--- src/rtl/onoff_pkg.sv ---
// Shared constants for the ON/OFF command driver.
//   - Controller-driver FSM state encodings (legacy 2-bit localparams).
//   - Controller output levels.
package onoff_pkg;

    // Driver FSM states
    localparam logic [1:0] IDLE  = 2'd0;
    localparam logic [1:0] DRIVE = 2'd1;
    localparam logic [1:0] WAIT  = 2'd2;

    // Controller output levels
    localparam logic OFF = 1'b0;
    localparam logic ON  = 1'b1;

endpackage

--- src/rtl/onoff_cycle_counter.sv ---
// Loadable down-counter shared by the pulse (DRIVE) and timeout (WAIT) phases.
// Ports:
//   clk      in  clock, rising edge
//   reset    in  asynchronous, active-high; clears the count
//   load     in  load load_val (has priority over dec)
//   load_val in  value to load
//   dec      in  decrement by one (saturates at zero)
//   count    out current count (registered)
//   zero     out count == 0
module onoff_cycle_counter #(
    parameter int CNT_W = 4
) (
    input  logic             clk,
    input  logic             reset,
    input  logic             load,
    input  logic [CNT_W-1:0] load_val,
    input  logic             dec,
    output logic [CNT_W-1:0] count,
    output logic             zero
);

    // Count register: load wins over decrement; never wraps below zero
    always_ff @(posedge clk or posedge reset) begin
        if (reset) begin
            count <= {CNT_W{1'b0}};
        end else if (load) begin
            count <= load_val;
        end else if (dec && !zero) begin
            count <= count - {{(CNT_W-1){1'b0}}, 1'b1};
        end else begin
            count <= count;
        end
    end

    // Zero flag used by the FSM to end a phase
    assign zero = (count == {CNT_W{1'b0}});

endmodule

--- src/rtl/onoff_cmd_driver.sv ---
// Command-side driver for a two-state ON/OFF Moore controller.
// Accepts ON/OFF requests (valid/ready), pulses A (a_on) or B (b_off),
// then watches the controller feedback (fsm_out) to confirm the move.
// Ports:
//   clk, reset      clock (rising) / asynchronous active-high reset
//   req_valid       request present
//   req_on          requested target (1 = ON, 0 = OFF)
//   req_ready       combinational, high only in IDLE
//   fsm_out         controller output feedback
//   a_on, b_off     registered pulses to controller A / B
//   busy            registered, high in DRIVE or WAIT
//   done, err       registered one-cycle completion / timeout pulses
module onoff_cmd_driver
    import onoff_pkg::*;
#(
    parameter int PULSE_CYCLES   = 1,
    parameter int TIMEOUT_CYCLES = 8,
    parameter int CNT_W          = 4
) (
    input  logic clk,
    input  logic reset,
    input  logic req_valid,
    input  logic req_on,
    output logic req_ready,
    input  logic fsm_out,
    output logic a_on,
    output logic b_off,
    output logic busy,
    output logic done,
    output logic err
);

    // The counter is loaded with (N-1), so N itself must fit in CNT_W bits.
    generate
        if (PULSE_CYCLES < 1 || TIMEOUT_CYCLES < 1 ||
            PULSE_CYCLES > (2**CNT_W) - 1 || TIMEOUT_CYCLES > (2**CNT_W) - 1) begin : g_bad_params
            $error("onoff_cmd_driver: PULSE_CYCLES/TIMEOUT_CYCLES must be >= 1 and fit in CNT_W bits");
        end
    endgenerate

    localparam logic [CNT_W-1:0] PULSE_LOAD   = CNT_W'(PULSE_CYCLES - 1);
    localparam logic [CNT_W-1:0] TIMEOUT_LOAD = CNT_W'(TIMEOUT_CYCLES - 1);

    logic [1:0]       state;
    logic             tgt;
    logic             accept;
    logic             cnt_load;
    logic             cnt_dec;
    logic [CNT_W-1:0] cnt_val;
    logic [CNT_W-1:0] cnt_count;
    logic             cnt_zero;

    assign req_ready = (state == IDLE);
    assign accept    = req_valid & req_ready;

    // Counter control: load on phase entry, decrement while a phase is running
    always_comb begin
        cnt_load = 1'b0;
        cnt_dec  = 1'b0;
        cnt_val  = {CNT_W{1'b0}};
        case (state)
            IDLE: begin
                if (accept && (fsm_out != req_on)) begin
                    cnt_load = 1'b1;
                    cnt_val  = PULSE_LOAD;
                end else begin
                    cnt_load = 1'b0;
                end
            end
            DRIVE: begin
                if (cnt_zero) begin
                    cnt_load = 1'b1;
                    cnt_val  = TIMEOUT_LOAD;
                end else begin
                    cnt_dec = 1'b1;
                end
            end
            WAIT: begin
                if (fsm_out != tgt) begin
                    cnt_dec = 1'b1;
                end else begin
                    cnt_dec = 1'b0;
                end
            end
            default: begin
                cnt_load = 1'b0;
            end
        endcase
    end

    onoff_cycle_counter #(
        .CNT_W (CNT_W)
    ) u_counter (
        .clk      (clk),
        .reset    (reset),
        .load     (cnt_load),
        .load_val (cnt_val),
        .dec      (cnt_dec),
        .count    (cnt_count),
        .zero     (cnt_zero)
    );

    // Main FSM and registered outputs; done/err default low so they pulse once
    always_ff @(posedge clk or posedge reset) begin
        if (reset) begin
            state <= IDLE;
            tgt   <= OFF;
            a_on  <= 1'b0;
            b_off <= 1'b0;
            busy  <= 1'b0;
            done  <= 1'b0;
            err   <= 1'b0;
        end else begin
            done <= 1'b0;
            err  <= 1'b0;
            case (state)
                IDLE: begin
                    if (accept) begin
                        tgt <= req_on;
                        if (fsm_out == req_on) begin
                            // Already there: confirm without pulsing the controller
                            done <= 1'b1;
                        end else begin
                            state <= DRIVE;
                            a_on  <= req_on;
                            b_off <= ~req_on;
                            busy  <= 1'b1;
                        end
                    end else begin
                        state <= IDLE;
                    end
                end
                DRIVE: begin
                    // Feedback is ignored here: the controller has not sampled A/B yet
                    if (cnt_zero) begin
                        a_on  <= 1'b0;
                        b_off <= 1'b0;
                        state <= WAIT;
                    end else begin
                        state <= DRIVE;
                    end
                end
                WAIT: begin
                    // A match wins over a timeout on the same edge
                    if (fsm_out == tgt) begin
                        state <= IDLE;
                        busy  <= 1'b0;
                        done  <= 1'b1;
                    end else if (cnt_zero) begin
                        state <= IDLE;
                        busy  <= 1'b0;
                        err   <= 1'b1;
                    end else begin
                        state <= WAIT;
                    end
                end
                default: begin
                    state <= IDLE;
                    a_on  <= 1'b0;
                    b_off <= 1'b0;
                    busy  <= 1'b0;
                end
            endcase
        end
    end

endmodule

--- config.mk ---
export PLATFORM = sky130hd
export DESIGN_NAME = onoff_cmd_driver
export DESIGN_NICKNAME = d
export VERILOG_FILES = /design/src/rtl/onoff_pkg.sv /design/src/rtl/onoff_cycle_counter.sv /design/src/rtl/onoff_cmd_driver.sv
export SDC_FILE = /design/constraint.sdc
export NUM_CORES = 1
export LEC_CHECK = 0
export BUFFER_PORTS_ARGS = -buffer_cell sky130_fd_sc_hd__buf_2
export CAP_MARGIN = 20
export CORE_MARGIN = 4
export CORE_UTILIZATION = 53
export CTS_CLUSTER_SIZE = 28
export DETAILED_ROUTE_END_ITERATION = 10
export GPL_TIMING_DRIVEN = 0
export PLACE_DENSITY = 0.75
export REMOVE_ABC_BUFFERS = 1
export SLEW_MARGIN = 25
export SYNTH_ARGS = -nofsm -noshare
export SYNTH_HDL_FRONTEND = slang
export SYNTH_SLANG_ARGS = --single-unit
--- constraint.sdc ---
create_clock -name clk -period 2.32 [get_ports clk]
set_clock_uncertainty 0.2 [all_clocks]
set_input_delay 0.348 -clock clk [delete_from_list [all_inputs] [get_ports clk]]
set_output_delay 0.348 -clock clk [all_outputs]
set_load 0.01 [all_outputs]
; ---- Word-level counts from Yosys, hierarchy flattened
; Cells that the tools add are included.
[op_classes]
addsub = 1
n_eq_ne = 11
muxes = 33
n_bitwise = 4
n_reduce_logical = 9
[ops]
columns = operator, n
row1 = $mux 1, 17
row2 = $mux 2, 5
row3 = $pmux 1 s3, 3
row4 = $mux 4, 2
row5 = $reduce_and 4->1, 2
row6 = $mux 3, 2
row7 = $pmux 1 s2, 3
row8 = $pmux 2 s3, 1
row9 = $logic_not 4->1, 1
row10 = $ne 2x1->1 const B, 2
row11 = $sub 4x1->4 const B, 1
row12 = $ne 3x2->1 const B, 1
row13 = $ne 3x3->1 const B, 1
row14 = $not 1->1, 3
row15 = $eq 1x1->1, 2
row16 = $eq 2x1->1 const B, 1
row17 = $eq 2x2->1 const B, 1
row18 = $logic_and 1x1->1, 2
row19 = $logic_not 2->1, 1
row20 = $ne 1x1->1, 2
row21 = $ne 2x2->1 const B, 1
row22 = $reduce_and 2->1, 1
row23 = $reduce_bool 2->1, 1
row24 = $and 1x1->1, 1
row25 = $logic_not 1->1, 1
[totals]
ff_bits = 12
inputBits = 5

; ---- Depth between registers and ports, before layout
[depth]
word_depth = 6
ltp_mapped = 7
depth_no_buf = 6

; ---- By module
; A second synthesis with hierarchy kept.
[unflattened]
hier_cells = 81
area_unflattened_um2 = 765.7
[modules_own_cells]
columns = mod, instances, cells_per_inst, area_each_um2
row1 = onoff_cmd_driver, 1, 53, 504.2
row2 = onoff_cycle_counter, 1, 28, 261.5

; ---- Least setup slack after synthesis
; No wires, ideal clock.
[synth_timing]
path_kind = reg-to-reg
startpoint = reg u_counter.count[0]
endpoint = reg b_off
setup_time_ns = 0.069
t_arrival_ns = 1.813
required_time_ns = 2.051
slack_ns = 0.238
stages_incl_launch_ff = 8
path_buffers = 1
period_less_slack_ns = 2.082
path_cell_list = dfrtp_1 inv_1 ha_1 or3b_1 buf_6 a21o_1 or4_1 nand3_1
[synth_between]
elab_chain_len = 3
[synth_rtl]
columns = element, line_no
row1 = from (decl), onoff_cycle_counter.sv:18  ; output logic [CNT_W-1:0] count,
row2 = from (signal assigned), onoff_cycle_counter.sv:25  ; count <= {CNT_W{1'b0}};
row3 = from (signal assigned), onoff_cycle_counter.sv:27  ; count <= load_val;
row4 = from (signal assigned), onoff_cycle_counter.sv:29  ; count <= count - {{(CNT_W-1){1'b0}}, 1'b1};
row5 = $logic_not 4->1, onoff_cycle_counter.sv:36  ; assign zero = (count == {CNT_W{1'b0}});
row6 = $ne 2x1->1 (no line), -
row7 = $reduce_and 4->1 (no line), -
row8 = to (signal assigned), onoff_cmd_driver.sv:126  ; b_off <= ~req_on;
row9 = to (decl), onoff_cmd_driver.sv:27  ; output logic b_off,
; No other way between the ends.
; A chain may end at the register's enable or synchronous reset.

; ---- Worst setup path in the final report
; Same ends and word-level chain as after synthesis.

==> impl_metrics.toml <==
[clock_network]
tritoncts = "done"
clkSinkCount = 12
cts_resized = 0
clk_pin_slew_ns = 0.08
clk_latency_ns = 0.28
post_cts_buffers = 0
ctsHoldBuffers = 1
htreeDepth = 1
numCtsBuffers = 3
clk_path_buf_depth = 2
cts_root_buffer = "clkbuf_4"

[synth]
syn_inst = 78
yosysSeqAreaShare = 0.4181
synth_area_um2 = 718.2
syn_avg_cell_area_um2 = 9.208
synth_cell_type_count = 29
synth-seq-cells = 12
ys_warn_count = 0

[cells_and_area]
drive_gt1_frac = 0.1910
final_core_util = 0.6222
n_antenna_cell = 0
syn2layout_area_growth_pct = 11.32
stdcell_count = 104
nets = 101
final_cell_mix = "dfrtp_1, nand2_1, buf_2"
final_common_cell = "dfrtp_1"

[floorplan]
start_util = 0.5589
fp.coreArea_um2 = 1285
io_pins = 11
die_h_um = 44.81
num_rows = 13
dieArea_um2 = 2008
dieWidth_um = 44.81

[detailed_routing]
post_drt_via_cell_ratio = 5.510
wl_met3_um = 61
route.detailed.wl_per_inst_um = 13.14
postRouteAntennaNets = 0
wirelength_um = 1367
first_pass_iters = 4
topRoutingLayerUsed = "met4"
dr_wl_met2_um = 634
vias = 573
drt-initial-drc-count = 16
wl_met1_um = 646
route.detailed.drc = 0

[run]
maxCapViolations = 0

[timing]
tightestPinTransition_ns = 0.4718
fin_tns_setup_ns = 0
slew_headroom = 0.6851
holdWs_ns = 0.1642
rsz0062_at_grt = "no"
hold_viol_final = 0
fmax_ghz = 0.4544
period_needed_ns = 2.201
timing.final.crit_share = 0.9486
drv_slew = 0
setup_viol = 0

[pwr]
power_per_cell_area_nw_per_um2 = 1270
max-vdd-ir-drop_mv = 0.6034
power_leakage_uw = 0.0003919

[hold_path]
min_path_type = "input pin to register"

[grt]
grt_pass1_wl_um = 2373
gr-usage-all-layers = 0.1642
grt_overflow_total = 0
grt_pass1_vias = 575
grt_max_degree = 13
antenna_found_initial = 0

[place]
io_buffers = 10
post-dp-hpwl_um = 1004
gp_congestion = 0.8166
numPlacedInstances = 100

[setup_path]
cp_cell_sequence = "inv_1, ha_1, or3b_1, a21o_1, or4_1, nand3_1"
cp-start-kind = "register"
critPathMaxStageDelay_ns = 0.48
crit_path_end_kind = "register"
cpLargestDelayFamily = "simple AND/OR/NAND/NOR gates"
slowest_stage = "or4_1"
crit_arrival_ns = 2.22
required_ns = 2.34
crit_type = "register to register"
crit_fanout = 7
critPathBufInv = 1

[outcome]
status = "complete, no violations"
[flip-flops by register name (all words and copies together), names as in the netlist]
name,flops
u_counter.count,4
state,2
a_on,1
b_off,1
busy,1
done,1
err,1
tgt,1
[per-stage QoR]
step	total power (uW)	cell area (um2)	setup slack, ns
3_5_place_dp	884.4	767.0	0.1318
4_1_cts	1020	799.5	0.1225
6_report	1015	799.5	0.1193
2_1_floorplan	745.6	698.2	0.2603
3_3_place_gp	865.2	767.0	0.1509
5_1_grt	1119	799.5	0.04430
[path summary, 6_finish.rpt]
kind | from | end | slack (ns) | cells past startpoint
worst min-delay path | fsm_out | done | 0.16 | 2
worst max register to register | u_counter.count[0] | b_off | 0.12 | 6
worst min register to register | b_off | b_off | 0.32 | 2
min in group asynchronous | reset | b_off | 0.42 | 3
worst max-delay path | u_counter.count[0] | b_off | 0.12 | 6
max in group asynchronous | reset | u_counter.count[0] | 1.17 | 3
[worst reg2reg max path, delay by kind of cell, from the launching register on]
kind	cells	cell delay [ns]
simple gates	3	1.04
fa+ha+maj	1	0.19
flops	1	0.37
compound gates	1	0.26
buf+inv	1	0.09
[cell type report]
cell class,instances,area [um2]
Multi-Input combinational cell,55,367.9
Clock buffer,3,22.52
Tap cell,15,18.77
Fill cell,104,485.5
Inverter,8,30.03
Timing Repair Buffer,11,60.06
Sequential cell,12,300.3
[cell usage after synthesis]
master / count / area (um2)
a31o_2: 1 / 8.760
or3_1: 1 / 6.260
xor2_2: 1 / 16.27
o22ai_1: 1 / 6.260
inv_1: 8 / 30.03
clkbuf_1: 1 / 3.750
o2111ai_1: 1 / 8.760
dfrtp_1: 12 / 300.3
xnor2_1: 1 / 8.760
or3_2: 1 / 7.510
a31oi_1: 4 / 25.02
o211ai_1: 3 / 22.52
or3b_1: 1 / 8.760
nor2_1: 4 / 15.01
nor2b_1: 1 / 6.260
nand3_1: 4 / 20.02
buf_6: 1 / 11.26
mux2_2: 1 / 11.26
nand2_1: 10 / 37.54
o21a_1: 1 / 7.510
o21ai_0: 5 / 25.02
nand4_1: 1 / 6.260
or4_1: 1 / 7.510
xor2_1: 2 / 17.52
ha_1: 5 / 62.56
a211oi_1: 1 / 7.510
a21o_1: 2 / 15.01
a21oi_1: 2 / 10.01
buf_2: 1 / 5.000
[report_power, final]
part	internal (uW)	switching (uW)
registers	294	59.9
clock network	60.2	69.9
logic	219	313
total	573	443
[logic make-up (layout without fill, tap and decap cells)]
family,count (synthesis),count (layout),synth area share
multiplexers,1,1,0.01568
flip-flops,12,12,0.4181
XOR/XNOR,4,4,0.05925
buffers and inverters,11,22,0.06968
AO/OA/AOI/OAI,21,21,0.1899
adder cells (fa/ha/maj),5,5,0.08711
AND/OR/NAND/NOR,24,24,0.1603
[layer usage]
layer / vias to the layer above / global-route usage
li1: 297 / -
met1: 262 / 0.2050
met2: 12 / 0.2607
met3: 2 / 0.03586
met4: 0 / 0.09357
met5: - / 0
Note: power is estimated with default switching activity, not from simulation.
